[src/rtl/collatz_host_driver.sv]
// Host-side master for the Collatz compute tile's byte-wide I/O protocol.
// Accepts a BITS-wide start value on a valid/ready command port, writes it into the tile one
// byte per cycle, pulses start, waits for the tile's compute phase to begin and end, reads back
// orbit length and the upper 16 bits of the path record, and returns them on a valid/ready
// result port.
//
// Ports:
//   clk, reset          clock; synchronous active-high reset (shared with the tile)
//   cmd_valid/ready     command handshake; cmd_value is the start value
//   res_valid/ready     result handshake; res_orbit_len, res_path_record, res_timeout
//   dev_ui_in           tile ui_in (write data)
//   dev_uio_in          tile uio_in: [7] write, [6] start, [5] path select, [4:0] address
//   dev_uo_out          tile uo_out (registered read data)
//   dev_uio_out         tile uio_out (unused)
//   dev_uio_oe          tile uio_oe; [7] high while the tile computes
module collatz_host_driver #(
  parameter int unsigned BITS           = 144,
  parameter int unsigned NBYTES         = BITS / 8,
  parameter int unsigned TIMEOUT_CYCLES = 131071
) (
  input  logic            clk,
  input  logic            reset,
  input  logic            cmd_valid,
  output logic            cmd_ready,
  input  logic [BITS-1:0] cmd_value,
  output logic            res_valid,
  input  logic            res_ready,
  output logic [15:0]     res_orbit_len,
  output logic [15:0]     res_path_record,
  output logic            res_timeout,
  output logic [7:0]      dev_ui_in,
  output logic [7:0]      dev_uio_in,
  input  logic [7:0]      dev_uo_out,
  input  logic [7:0]      dev_uio_out,
  input  logic [7:0]      dev_uio_oe
);

  localparam logic [2:0] StIdle     = 3'd0;
  localparam logic [2:0] StWrite    = 3'd1;
  localparam logic [2:0] StStart    = 3'd2;
  localparam logic [2:0] StWaitBusy = 3'd3;
  localparam logic [2:0] StWaitDone = 3'd4;
  localparam logic [2:0] StRead     = 3'd5;
  localparam logic [2:0] StResult   = 3'd6;

  localparam logic [4:0]  LastByte   = 5'(NBYTES - 1);
  localparam logic [4:0]  LastRead   = 5'd7;
  localparam logic [16:0] TimeoutCnt = 17'(TIMEOUT_CYCLES);

  logic [2:0]      state_q, state_d;
  logic [BITS-1:0] value_q, value_d;
  logic [4:0]      idx_q, idx_d;
  logic [16:0]     cnt_q, cnt_d;
  logic [15:0]     orbit_q, orbit_d;
  logic [15:0]     path_q, path_d;
  logic            timeout_q, timeout_d;

  // READ step: idx_q[2:1] selects which byte, idx_q[0] is SETUP (0) or SAMPLE (1).
  logic [1:0] rd_sel;
  logic       rd_sample;
  logic [7:0] rd_addr;

  assign rd_sel    = idx_q[2:1];
  assign rd_sample = idx_q[0];
  // Byte order: orbit low, orbit high, path low, path high.
  assign rd_addr   = {2'b00, rd_sel[1], 4'b0000, rd_sel[0]};

  logic unused_dev;
  assign unused_dev = ^{dev_uio_out, dev_uio_oe[6:0]};

  always_comb begin
    state_d   = state_q;
    value_d   = value_q;
    idx_d     = idx_q;
    cnt_d     = cnt_q;
    orbit_d   = orbit_q;
    path_d    = path_q;
    timeout_d = timeout_q;
    case (state_q)
      StIdle: begin
        if (cmd_valid) begin
          value_d   = cmd_value;
          idx_d     = '0;
          timeout_d = 1'b0;
          state_d   = StWrite;
        end
      end
      StWrite: begin
        // Shift so the byte being written is always value_q[7:0].
        value_d = value_q >> 8;
        idx_d   = idx_q + 5'd1;
        if (idx_q == LastByte) begin
          state_d = StStart;
        end
      end
      StStart: begin
        cnt_d   = '0;
        state_d = StWaitBusy;
      end
      StWaitBusy: begin
        if (dev_uio_oe[7]) begin
          cnt_d   = '0;
          state_d = StWaitDone;
        end else if (cnt_q == TimeoutCnt) begin
          timeout_d = 1'b1;
          orbit_d   = '0;
          path_d    = '0;
          state_d   = StResult;
        end else begin
          cnt_d = cnt_q + 17'd1;
        end
      end
      StWaitDone: begin
        if (!dev_uio_oe[7]) begin
          idx_d   = '0;
          state_d = StRead;
        end else if (cnt_q == TimeoutCnt) begin
          timeout_d = 1'b1;
          orbit_d   = '0;
          path_d    = '0;
          state_d   = StResult;
        end else begin
          cnt_d = cnt_q + 17'd1;
        end
      end
      StRead: begin
        idx_d = idx_q + 5'd1;
        if (rd_sample) begin
          unique case (rd_sel)
            2'd0: orbit_d[7:0]  = dev_uo_out;
            2'd1: orbit_d[15:8] = dev_uo_out;
            2'd2: path_d[7:0]   = dev_uo_out;
            2'd3: path_d[15:8]  = dev_uo_out;
          endcase
        end
        if (idx_q == LastRead) begin
          state_d = StResult;
        end
      end
      StResult: begin
        if (res_ready) begin
          state_d = StIdle;
        end
      end
      default: state_d = StIdle;
    endcase
  end

  always_ff @(posedge clk) begin
    if (reset) begin
      state_q   <= StIdle;
      value_q   <= '0;
      idx_q     <= '0;
      cnt_q     <= '0;
      orbit_q   <= '0;
      path_q    <= '0;
      timeout_q <= 1'b0;
    end else begin
      state_q   <= state_d;
      value_q   <= value_d;
      idx_q     <= idx_d;
      cnt_q     <= cnt_d;
      orbit_q   <= orbit_d;
      path_q    <= path_d;
      timeout_q <= timeout_d;
    end
  end

  // Pin drive is decoded from state so write and start can never overlap.
  always_comb begin
    dev_ui_in  = '0;
    dev_uio_in = '0;
    case (state_q)
      StWrite: begin
        dev_ui_in  = value_q[7:0];
        dev_uio_in = {3'b100, idx_q};
      end
      StStart: dev_uio_in = 8'h40;
      StRead:  dev_uio_in = rd_addr;
      default: ;
    endcase
  end

  assign cmd_ready       = (state_q == StIdle);
  assign res_valid       = (state_q == StResult);
  assign res_orbit_len   = orbit_q;
  assign res_path_record = path_q;
  assign res_timeout     = timeout_q;

endmodule

[config.mk]
export PLATFORM = sky130hd
export DESIGN_NAME = collatz_host_driver
export DESIGN_NICKNAME = d
export VERILOG_FILES = /design/src/rtl/collatz_host_driver.sv
export SDC_FILE = /design/constraint.sdc
export NUM_CORES = 1
export LEC_CHECK = 0
export CAP_MARGIN = 20
export CORE_UTILIZATION = 35
export CTS_BUF_LIST = sky130_fd_sc_hd__clkbuf_8
export CTS_CLUSTER_DIAMETER = 60
export DETAILED_ROUTE_END_ITERATION = 8
export SYNTH_ARGS = -nofsm -noshare
export SYNTH_HDL_FRONTEND = slang
export SYNTH_SLANG_ARGS = --single-unit
[constraint.sdc]
create_clock -name clk -period 2.3 [get_ports clk]
set_clock_uncertainty 0.15 [all_clocks]
set_input_delay 0.575 -clock clk [delete_from_list [all_inputs] [get_ports clk]]
set_output_delay 0.575 -clock clk [all_outputs]
set_load 0.01 [all_outputs]
## After elaboration in Yosys (flattened, before gate mapping)

Cells that the tools add are included.
Widths: inputs -> output; s select.

| storage, ports and cells | value |
|---|---|
| register bits after elaboration | 202 |
| input port bits | 172 |
| output and inout bits | 51 |

| cells by class | value |
|---|---|
| add/sub/neg operators | 2 |
| eq/ne operators | 24 |
| multiplexer cells | 38 |
| reductions and logical operators | 17 |

Operators with widths:

| cell | count |
|---|---|
| $pmux 144 s2 | 1 |
| $mux 144 | 1 |
| $mux 16 | 8 |
| $pmux 16 s3 | 2 |
| $mux 17 | 3 |
| $pmux 17 s3 | 1 |
| $mux 8 | 5 |
| $pmux 8 s3 | 1 |
| $mux 3 | 7 |
| $pmux 3 s7 | 1 |
| $reduce_and 5->1 | 4 |
| $add 17x1->17 const B | 1 |
| $eq 17x17->1 const B | 1 |
| $pmux 5 s3 | 1 |
| $ne 2x2->1 const B | 7 |
| $reduce_bool 3->1 | 4 |
| $mux 5 | 2 |
| $ne 2x1->1 const B | 5 |
| $eq 3x3->1 const B | 3 |
| $reduce_and 4->1 | 2 |
| $eq 3x2->1 const B | 2 |
| $add 5x1->5 const B | 1 |
| $eq 5x3->1 const B | 1 |
| $eq 5x5->1 const B | 1 |
| other kinds (11) | 16 |

## Logic depth before layout (Yosys ltp)

Gate-level depths: netlist of run 1.

| logic depth | value |
|---|---|
| depth in word-level cells | 4 |
| depth in mapped cells | 8 |

## Worst setup path before layout of run 1

OpenSTA, ideal clock, no wires.

| path | value |
|---|---|
| path type | register -> output |
| from | register state_q[0] |
| to | output dev_ui_in[0] |
| data arrival time | 1528 ps |
| path slack | 47 ps |
| cell stages (with the launch flop) | 7 |
| buffers on the path | 3 |
| cell sequence | dfxtp_1 > buf_2 > or3b_1 > buf_2 > buf_2 > inv_1 > and2_1 |

| on the way | value |
|---|---|
| longest elaborated chain between the ends | 2 |

Ends and longest elaborated chain:

| item | RTL line | text |
|---|---|---|
| from (decl) | 50 | `logic [2:0] state_q, state_d;` |
| from (signal assigned) | 151 | `state_q <= StIdle;` |
| from (signal assigned) | 159 | `state_q <= state_d;` |
| $eq 3x1->1 | 173 | `case (state_q)` |
| $mux 8 | 173 |  |
| to (decl) | 31 | `output logic [7:0] dev_ui_in,` |

No other way between the ends.

## Worst setup path in the final report of run 1

| path | value |
|---|---|
| from | register state_q[2] |
| to | output dev_uio_in[2] |

| on the way | value |
|---|---|
| longest elaborated chain between the ends | 2 |
| elaborated cells on any way between the ends | 4 |
| those cells by class | 3 x eq/ne; 1 x mux |

Ends and longest elaborated chain:

| item | RTL line | text |
|---|---|---|
| $eq 3x3->1 (tied with other cells) | 173 |  |
| $pmux 8 s3 (*) | 173 |  |
| to (decl) | 32 | `output logic [7:0] dev_uio_in,` |

Mark *: on every way between the ends. The rest lies on a longest branch, timed or not.

==> results of run 1 <==
-- state kept, by name (all words and copies together) (netlist names) --
signal and flops:
res_path_record 16, state_q 3, idx_q 5, value_q 144, res_orbit_len 16, cnt_q 17, res_timeout 1
-- power by group through the flow --
stage               combinational [W]  clock [W]  sequential (W)
CTS                           0.00483    0.00346         0.00527
detailed placement            0.00467          0         0.00532
global route                  0.00560    0.00363         0.00542
floorplan                     0.00315          0         0.00519
finish                        0.00502    0.00336         0.00529
global placement              0.00463          0         0.00531
-- cell type report --
cell class	count	share of cell area [%]
Antenna cell	3	0.0589
Clock buffer	48	5.18
Clock inverter	17	0.559
Inverter	9	0.294
Multi-Input combinational cell	870	37.4
Sequential cell	202	31.7
Tap cell	335	3.29
Timing Repair Buffer	269	21.4
Timing Repair inverter	1	0.0589
-- per-stage QoR --
stage / instances / total power, W / utilization, % / hold WS [ns]
finish: 1754 / 0.0137 / 49.1 / 0.290
global route: 1752 / 0.0146 / 49.1 / 0.301
CTS: 1749 / 0.0136 / 48.6 / 0.268
detailed placement: 1676 / 0.00999 / 45.5 / 0.295
global placement: 1676 / 0.00994 / 45.5 / 0.292
floorplan: 1192 / 0.00834 / - / 0.287
-- metal layers --
| layer | wire length [um] | part of all wire [%] |
|---|---|---|
| met1 | 13600 | 48 |
| met4 | 583 | 2.0 |
| met3 | 1730 | 6.1 |
| met2 | 12500 | 44 |
| met5 | 12 | 0.042 |
-- placed cells by master, fill, tap and decap left out, drive strengths merged, types with 32 or more instances in the layout --
cell / instances
o211ai: 33
buf: 77
dfxtp: 202
nand3: 37
a311oi: 137
clkbuf: 50
clkdlybuf4s50: 188
nand2: 326
a21oi: 32
nor2: 154
-- final timing paths --
kind / from / to / slack (ns) / depth (start not counted)
max: state_q[2] / dev_uio_in[2] / -0.21 / 5
min: reset / state_q[0] / 0.29 / 2
max reg2reg: state_q[2] / value_q[32] / 0.11 / 7
min reg2reg: value_q[137] / value_q[137] / 0.30 / 2
-- synthesized netlist by cell type (2+ instances only) --
cell | count | share of area, %
sky130_fd_sc_hd__nand2b_1 | 8 | 0.54
sky130_fd_sc_hd__inv_1 | 9 | 0.36
sky130_fd_sc_hd__nor3_1 | 6 | 0.32
sky130_fd_sc_hd__a21o_1 | 2 | 0.16
sky130_fd_sc_hd__nand4_1 | 3 | 0.20
sky130_fd_sc_hd__buf_1 | 7 | 0.28
sky130_fd_sc_hd__nor2_1 | 154 | 6.2
sky130_fd_sc_hd__a211oi_1 | 3 | 0.24
sky130_fd_sc_hd__or4_1 | 10 | 0.81
sky130_fd_sc_hd__nand2_1 | 326 | 13
sky130_fd_sc_hd__o21ai_0 | 7 | 0.38
sky130_fd_sc_hd__a31oi_1 | 28 | 1.9
sky130_fd_sc_hd__o211ai_1 | 33 | 2.7
sky130_fd_sc_hd__nand3_1 | 37 | 2.0
sky130_fd_sc_hd__a311oi_1 | 137 | 13
sky130_fd_sc_hd__and2_1 | 11 | 0.74
sky130_fd_sc_hd__nand3b_1 | 4 | 0.32
sky130_fd_sc_hd__and3_1 | 5 | 0.34
sky130_fd_sc_hd__buf_2 | 32 | 1.7
sky130_fd_sc_hd__nor2b_1 | 4 | 0.27
sky130_fd_sc_hd__dfxtp_1 | 202 | 44
sky130_fd_sc_hd__a22oi_1 | 3 | 0.24
sky130_fd_sc_hd__mux2i_1 | 7 | 0.76
sky130_fd_sc_hd__ha_1 | 3 | 0.41
sky130_fd_sc_hd__a21oi_1 | 32 | 1.7
sky130_fd_sc_hd__or3_1 | 3 | 0.20
sky130_fd_sc_hd__o31a_1 | 3 | 0.28
sky130_fd_sc_hd__buf_4 | 3 | 0.24
sky130_fd_sc_hd__o31ai_1 | 11 | 0.89
sky130_fd_sc_hd__clkbuf_1 | 68 | 2.8
sky130_fd_sc_hd__a211o_1 | 2 | 0.19
sky130_fd_sc_hd__and4_1 | 9 | 0.85
-- timing repair --
action,in CTS,in global routing
gates cloned,1,1
pin swaps,9,3
setup buffers,7,1
gates resized for setup,85,27
setup endpoints to repair,18,51
-- kinds of logic (layout without fill, tap and decap cells) --
kind of cell / after synthesis / count (layout) / synth area share [%]
and+or+nand+nor: 589 / 589 / 27.0
other: 0 / 3 / 0
xor gates and xnor gates: 2 / 2 / 0.189
AOI/OAI and AO/OA: 269 / 269 / 22.4
muxes: 7 / 7 / 0.757
adders and majority gates: 3 / 3 / 0.405
DFF: 202 / 202 / 43.7
buffers and inverters: 120 / 344 / 5.50
==> results.md, run 1 <==
- The flow ran to the end, but the final reports show violations.
- The checks that failed: negative setup slack.
- After synthesis, the netlist uses 52 different library cells.
- The largest buffer count on any clock path is 3.
- Net switching is 36.7% of the power.
- Per report_power, the combinational group accounts for 36.7% of the total.
- The proportion of register bits with asynchronous set or reset after synthesis is 0%.
- The max-capacitance violation count is 0.
- Relative to the synthesized area, the layout overhead comes to 37.8%.
- The post-synthesis cell count is 1,192.
- Sequential elements use 43.7% of the synthesized area.
- Summed over all failing endpoints, the final setup total negative slack is -1.98 ns.
- Entering global routing, the biggest net connects 154 pins.
- The critical path class is reg -> out.
- The die covers 0.0271 mm2.
- The number of setup violations in the final report is 13.
- Across every metal layer, demand over resource in global routing totals 19.9%.
- The transition time at the pin with the least slew margin is 0.584 ns.
- In the final layout, flip-flops and latches occupy 0.00405 mm2.
- The finished cells cover 0.0128 mm2.
- The max-slew violation count is 0.
- The relative contribution of the clock network to total power is 24.6%.
- The power density over cell area is 1070 mW/mm2.
- Data arrives at the worst endpoint at 1.79 ns.
- At the end of routability-driven placement, the weighted congestion stood at 0.794.
- The root buffer cell chosen for the clock tree is sky130_fd_sc_hd__clkbuf_8.
- The total wire length after detailed routing is 28,500 um.
- The number of vias per cell after detailed routing is 5.33.
- The I/O pin count is 223.
- In this run the cell area of the synthesized design comes to 0.00926 mm2.
- The path class of the tightest hold or removal check is in -> reg.
- Setup repair after global routing could not meet its margin everywhere.
- In the final routed layout, each cell accounts on average for 16.2 um.
- TritonCTS built the clock tree.
- The largest single stage delay on the critical path is 0.45 ns.
- For this design, the CTS-stage hold fixing added 0 buffers.
- The analysis attributes to cell leakage a power of 4.72 nW.
- The time the final worst path needs with I/O delays and setup is 2.51 ns.
- Global routing used 29.1% of the available met2 tracks.
- Based on the critical path, the design can be clocked at up to 398 MHz.
- In this run the mean area of a mapped cell was 7.77 um2.
- Walking the worst path, the cells encountered are or3b_4 -> buf_6 -> buf_8 -> nor2_4 -> buf_6.
- The yosys synthesis warning count is 0.
- The width of the chip is 165 um.
- The worst slack after detailed placement is -0.251 ns.
- Counting the fill cells in the layout gives 2,571.
- The maximum fanout encountered on the critical timing path is 5.
- The reported net switching power is 0.00502 W.
- The share of layout cells above drive strength 1 is 10.9%.
- The global-route track usage on met1 is 28.9%.
- The H-tree generated during clock tree synthesis spans 2 levels.
- The number of port buffers is 207.
- The kind of capture point of the worst setup path is an output pin.
- The number of antenna violations at the first check in global routing was 3.
- The clock drives 202 sinks.
- The final clock period utilization by the worst path is 109%.
- Across the VDD grid, the largest voltage drop is 608 uV.
- The later pin in the worst-skew pair is clocked with a latency of 0.53 ns.
- For met3 alone, demand over resource in global routing was 4.02%.
- In this run the remaining antenna-violating nets after routing total 0.
- The number of failing hold endpoints at the final stage was 0.
- The cell at the slowest stage of the critical path is sky130_fd_sc_hd__or3b_4.
- The floorplan step set the die height to 165 um.
- Measured against its own limit, the worst slew margin works out to 61.0%.
- The internal power is 0.00865 W.
- The top flip-flop cell by instance count after synthesis is sky130_fd_sc_hd__dfxtp_1.
- The most numerous cell type found on the critical path is sky130_fd_sc_hd__buf_6.
- For this run, design rule violations remaining after detail routing come to 0.
- The gate family responsible for the most delay along the worst path is simple AND/OR/NAND/NOR gates.
- The number of buffers and inverters on the critical path is 3.
- The floorplan step defined a core boundary enclosing 0.0260 mm2.
- The instance area at placement is 0.0118 mm2.
- The HPWL after detailed placement is 17,900 um.
- The required time of the critical path is 1.57 ns.
- The number of synthesized flops with an enable pin is 0.
- In this run, CTS created clock tree buffers numbering 38.
- The first global-routing pass estimated 43,900 um of wire.
- The via count of the first global-routing pass is 8,582.
- The total nets after synthesis is 1,367.
- The kind of start point of the critical path is a flop.
- The synthesis-stage register bit count is 202.
- The share of total power dissipated in sequential elements is 38.7%.
- The clock transition time at the flip-flop clock pins of the worst setup and hold paths is 0.06 ns.
- In this run the core area contains 59 standard-cell rows.
- For this configuration, the core starts out at a cell density of 35.6%.
- The detailed router placed 9,356 vias in this run.
- The layout net count is 1,566.
- The count of routing violations after the opening detailed-route iteration is 950.
- For this run, the detailed router's first-pass iteration total came to 7.
- The aggregate global routing overflow is 0.
- Summing all multi-input logic gate instances after layout gives 0.00477 mm2.
- The layer flagged by global routing as most heavily used is met2.
- In the post-route analysis, the smallest setup slack over all paths is -0.213 ns.
No activity file was read; power rests on OpenSTA's default activity.
==> inputs of run 2 (changes only) <==
Settings changed: PLACE_DENSITY from default to 0.65.
==> results.md, run 2 (synthesized netlist as in run 1, its figures left out) <==
- The detailed-router iteration count before antenna repair is 7.
- Data on the critical path arrives at its endpoint at 1.79 ns.
- Cells with a size suffix above 1 make up 10.7% of the layout.
- The detail route stage leaves a number of antenna-violating nets equal to 0.
- The width of the chip is 165 um.
- The critical path class is reg -> out.
- The number of port buffers is 207.
- Across all register-to-register paths, the minimum setup slack is 0.12 ns.
- The largest buffer count on any clock path is 3.
- The I/O pin count is 223.
- At the pin with the least slew margin, the transition time is 0.563 ns.
- The required time of the critical path is 1.57 ns.
- The number of cells on the worst reg-to-reg path is 7.
- The area of the core region is 0.0260 mm2.
- Wires add up to 27,800 um.
- The max-capacitance violation count is 0.
- Clock-pin slew was measured on the worst setup and hold paths at 0.06 ns.
- The number of antenna violations at the first check in global routing is 0.
- The detailed-route DRC error count is 0.
- From synthesis to final layout, the design area changed by 37.1%.
- For this run, the top clock speed supported by timing is 398 MHz.
- The clock tree synthesis step divided the H-tree into 2 levels.
- The number of failing hold endpoints at the final stage came to 0.
- The worst setup path is launched from a flop.
- The flip-flop count of the largest register after layout is 144.
- In the final layout, the registers with the most flip-flops are value_q (144), cnt_q (17).
- After detailed routing, the number of vias per cell comes to 5.35.
- The power density over cell area is 1060 mW/mm2.
- In this run the critical register-to-register path is launched from state_q[1].
- The worst-case setup margin in the final layout is -0.212 ns.
- The worst setup path is captured at an output pin.
- For this run the aggregate overflow at the end of global routing stands at 0.
- In this run the clock root is driven by a sky130_fd_sc_hd__clkbuf_8.
- The maximum fanout encountered on the critical timing path is 3.
- The global-route wire length before repair is 44,400 um.
- The HPWL after detailed placement is 17,900 um.
- Entering global routing, the biggest net connects 145 pins.
- The launch point of the critical path is state_q[1].
- Of the available clock period, the critical path in the final layout requires 109%.
- The worst flop-to-flop path endpoint is value_q[88].
- The critical path ends at dev_ui_in[1].
- In the global route stage, overall resource usage came out at 20.1%.
- The via count of the first global-routing pass is 8,740.
- Routability-driven placement finished with a final weighted congestion of 0.786.
- Dividing the detail-routed wire length by the instance count gives 15.9 um.
- The effective utilization at floorplan is 35.6%.
- The instance area at placement is 0.0118 mm2.
- Across the VDD grid, the largest voltage drop is 536 uV.
- The die covers 0.0271 mm2.
- The CTS tree is yes.
- The register name with the most flops is value_q.
- The top cell types in the final layout, fill and taps aside, are 325 x sky130_fd_sc_hd__nand2_1, 199 x sky130_fd_sc_hd__dfxtp_1, 188 x sky130_fd_sc_hd__clkdlybuf4s50_1, 151 x sky130_fd_sc_hd__nor2_1, 137 x sky130_fd_sc_hd__a311oi_1.
- The total number of vias is 9,346.
- The final reports fail on negative setup slack.
- Once layout is done, the placed cells without fillers occupy 0.0127 mm2.
- In the final design database the tool counted 1,566 nets.
- The max-slew violation count is 0.
- Summing internal, switching and leakage power gives 0.0135 W.
- The most frequent standard cell in the layout excluding fill and tap cells is sky130_fd_sc_hd__nand2_1.
- The flow ran to the end, but the final reports show violations.
- The first routing iteration left 627 violations.
- The time the final worst path needs with I/O delays and setup is 2.51 ns.
- Setup repair after global routing could not meet its margin everywhere.
- The later pin in the worst-skew pair is clocked with a latency of 0.52 ns.
- Setup violations remaining at the end of the flow were counted as 14.
- The classification of the worst-slack hold path is in -> reg.
- Summed over all cells, the static leakage comes to 4.69 nW.
- The die is 165 um tall.
- The number of cell rows is 59.
- For this design, the sink count on the clock tree is 202.
- The headroom to the max-slew limit is 62.5%.
- The number of buffers created by CTS is 38.
- The final antenna diode count is 0.
## run 2: cell types whose count changed in the layout (fill, tap and decap cells not counted), sizes merged
cell,before,now
clkinvlp,4,3
clkbuf,50,45
buf,77,80
diode,3,0
inv,23,22
clkdlybuf4s15,1,0
clkinv,0,1
## run 2: power breakdown
group | switching [W] | internal (W)
clock | 0.00145 | 0.00175
sequential | 0.000629 | 0.00466
combinational | 0.00285 | 0.00215
total | 0.00493 | 0.00856
## run 2: area by class of cell
type                       instances  area, um2
clock inverter                    16       65.1
tap                              335        419
fill                            2568      13300
clock buffer                      45        619
timing repair buffer             269       2720
inverter                           9       37.5
sequential                       202       4050
timing repair inverter             1       7.51
multi-input combinational        870       4780
## run 2: what timing repair did
| action | CTS | global route |
|---|---|---|
| endpoints found under the setup margin | 18 | 26 |
| pin swaps | 7 | 4 |
| buffers inserted | 10 | 2 |
| gates cloned | 1 | 0 |
| hold buffers | 0 | 0 |
| resized for setup | 102 | 21 |
## run 2: worst min path at each step
stage | to | from | depth (start not counted)
6_report | state_q[0] | reset | 2
5_1_grt | state_q[0] | reset | 2
3_3_place_gp | value_q[139] | value_q[139] | 2
3_5_place_dp | value_q[140] | value_q[140] | 2
4_1_cts | state_q[0] | reset | 2
2_1_floorplan | value_q[136] | value_q[136] | 2
## run 2: through the flow
step                      worst slack [ns]  hold slack (ns)  instances  setup TNS, ns  utilization (%)
after floorplan                     0.0471            0.287       1192              0                -
after global placement              -0.123            0.293       1674          -1.14             45.4
after detailed placement            -0.148            0.300       1674          -2.22             45.4
after CTS                           -0.255            0.260       1746          -2.62             48.6
after global routing                -0.283            0.273       1747          -3.14             48.9
final                               -0.212            0.291       1747          -2.17             48.9
## run 2: routing by layer
| metal | wire, um | part of all wire [%] | global-route usage [%] | up-vias |
|---|---|---|---|---|
| met4 | 747 | 2.7 | 7.92 | 0 |
| met5 | 0 | 0 | 0 | - |
| met2 | 12000 | 43 | 30.0 | 308 |
| met1 | 13300 | 48 | 28.7 | 4316 |
| li1 | - | - | - | 4663 |
| met3 | 1690 | 6.1 | 3.29 | 59 |
## run 2: critical path, stage by stage (launching register included)
cell	delay, ns
sky130_fd_sc_hd__dfxtp_2	0.32
sky130_fd_sc_hd__or3b_4	0.44
sky130_fd_sc_hd__clkinvlp_4	0.11
sky130_fd_sc_hd__buf_6	0.10
sky130_fd_sc_hd__buf_6	0.08
sky130_fd_sc_hd__and2_4	0.12
sky130_fd_sc_hd__buf_6	0.09
==> inputs of run 3 (changes only) <==
Settings changed: PLACE_DENSITY 0.65 to 0.67.
==> results.md, run 3 (synthesized netlist as in run 1, its figures left out) <==
- The number of H-tree levels is 2.
- The final clock period utilization by the worst path is 110%.
- The detailed-route DRC error count is 0.
- The region available for standard cell placement spans 0.0260 mm2.
- Entering global routing, the biggest net connects 150 pins.
- The number of vias per cell after detailed routing is 5.40.
- The total non-filler cell area in the finished layout is 0.0127 mm2.
- The number of antenna violations at the first check in global routing is 0.
- The kind of capture point of the worst setup path is an output pin.
- Counting flops per register, the top entry is value_q.
- The overall global routing resource usage is 19.9%.
- The clock network latency to the later pin of the worst-skew pair is 0.51 ns.
- The worst-case setup margin in the final layout is -0.220 ns.
- In the final layout, the registers with the most flip-flops are value_q (144), cnt_q (17).
- Tracing the worst setup path back leads to its startpoint at state_q[2].
- The I/O pin count is 223.
- The number of setup violations in the final report is 14.
- The floorplan die area is 0.0271 mm2.
- After detailed placement, the total cell area comes to 0.0118 mm2.
- The HPWL after detailed placement is 18,000 um.
- The final estimated routing congestion in global placement is 0.823.
- The first global-routing pass estimated 43,900 um of wire.
- After global routing the overflow that remains totals 0.
- The checks that failed: negative setup slack.
- Of all nets on the critical path, the largest fanout is 4.
- STA puts the critical path data required time at 1.57 ns.
- The count of routing violations after the opening detailed-route iteration is 723.
- For this run, the detailed router's first-pass iteration total came to 7.
- The flow ran to the end, but the final reports show violations.
- The most frequent standard cell in the layout excluding fill and tap cells is sky130_fd_sc_hd__nand2_1.
- The root buffer cell chosen for the clock tree is sky130_fd_sc_hd__clkbuf_8.
- The transition time at the pin with the least slew margin is 0.610 ns.
- Leaving out fill and tap cells, the most frequent cells in the layout are 325 x sky130_fd_sc_hd__nand2_1, 199 x sky130_fd_sc_hd__dfxtp_1, 188 x sky130_fd_sc_hd__clkdlybuf4s50_1, 151 x sky130_fd_sc_hd__nor2_1, 137 x sky130_fd_sc_hd__a311oi_1.
- The effective utilization at floorplan is 35.6%.
- The register with the most flip-flops in the layout has 144 of them.
- The routed design has 27,800 um of wire.
- The classification of the worst-slack hold path is reg -> reg.
- Based on the critical path, the design can be clocked at up to 397 MHz.
- The via count of the first global-routing pass is 8,681.
- The remaining antenna violation count is 0.
- Setup repair after global routing could not meet its margin everywhere.
- The number of buffers created by CTS is 37.
- The max-slew violation count is 0.
- The total number of vias is 9,391.
- The number of cell rows is 59.
- The worst setup path is of the reg -> out kind.
- Cells with a size suffix above 1 make up 10.3% of the layout.
- Summed over all cells, the static leakage comes to 4.66 nW.
- In this run the power density over the cells is 1070 mW/mm2.
- The post-synthesis to final-layout area growth is 36.8%.
- The layout net count is 1,558.
- The largest buffer count on any clock path is 3.
- The startpoint of the worst-slack reg-to-reg timing path is state_q[0].
- The worst-case IR drop observed on VDD is 706 uV.
- The worst setup path is launched from a flop.
- Counting I/O delays and the setup requirement, the final critical path takes 2.52 ns.
- The number of failing hold endpoints at the final stage is 0.
- In this run the tool buffered the top-level ports with 207 buffer cells.
- The clock transition time at the flip-flop clock pins of the worst setup and hold paths is 0.06 ns.
- The beginning of the worst hold path is value_q[140].
- The width of the chip is 165 um.
- The wire length per cell is 16.0 um.
- The headroom to the max-slew limit is 59.4%.
- The worst hold margin is 0.302 ns.
- The core utilization of the finished layout is 48.8%.
- TritonCTS built the clock tree.
- The total clock sinks is 202.
- The die height is 165 um.
- The max-capacitance violation count is 0.
- At the worst endpoint, the arrival time is 1.80 ns.
- The power after layout is 0.0136 W.
==> run 3: per-stage QoR <==
| stage | TNS [ns] | worst slack, ns | std cells |
|---|---|---|---|
| after floorplan | 0 | 0.0471 | 1192 |
| after global placement | -1.89 | -0.169 | 1667 |
| after detailed placement | -4.18 | -0.191 | 1667 |
| after CTS | -2.06 | -0.262 | 1737 |
| after global routing | -2.48 | -0.274 | 1739 |
| final | -1.60 | -0.220 | 1740 |
==> run 3: critical path, cell delays in order (launching register included) <==
cell	delay, ns
sky130_fd_sc_hd__dfxtp_2	0.31
sky130_fd_sc_hd__or3b_4	0.45
sky130_fd_sc_hd__clkinvlp_4	0.12
sky130_fd_sc_hd__buf_6	0.10
sky130_fd_sc_hd__buf_6	0.08
sky130_fd_sc_hd__and2_4	0.12
sky130_fd_sc_hd__buf_6	0.09
==> run 3: path summary, 6_finish.rpt <==
kind,end,cells past startpoint,slack (ns)
setup / recovery,dev_ui_in[0],6,-0.22
setup reg to reg,value_q[142],6,0.15
hold / removal,value_q[140],2,0.30
hold reg to reg,value_q[140],2,0.30
==> run 3: repair_timing <==
action                                 4_1_cts  5_1_grt
hold buffers                                 0        0
endpoints found under the hold margin        0        0
pin swaps                                    9        1
gates resized for setup                     89       17
buffers inserted                             8        2
setup endpoints to repair                   26       27
cloned                                       2        0
==> run 3: final cells by class <==
| cell class | instances | area [um2] |
|---|---|---|
| clock inverter | 14 | 90.1 |
| antenna | 1 | 2.50 |
| fill | 2508 | 13300 |
| clock buffer | 46 | 633 |
| sequential | 202 | 4050 |
| tap | 335 | 419 |
| inverter | 9 | 37.5 |
| timing repair buffer | 262 | 2670 |
| timing repair inverter | 1 | 7.51 |
| multi-input combinational | 870 | 4760 |
==> run 3: power by group <==
part           leakage, nW  total (W)  switching, W  internal (W)
Clock                0.405    0.00338       0.00148       0.00190
Sequential            1.66    0.00528      0.000625       0.00466
Combinational         2.60    0.00491       0.00282       0.00209
==> run 3: metal layers <==
metal / up-vias / share of wire, % / global-route usage, %
met1: 4372 / 47 / 28.4
met3: 55 / 6.3 / 3.29
met4: 0 / 2.6 / 7.76
li1: 4647 / - / -
met5: - / 0 / 0
met2: 317 / 44 / 29.7
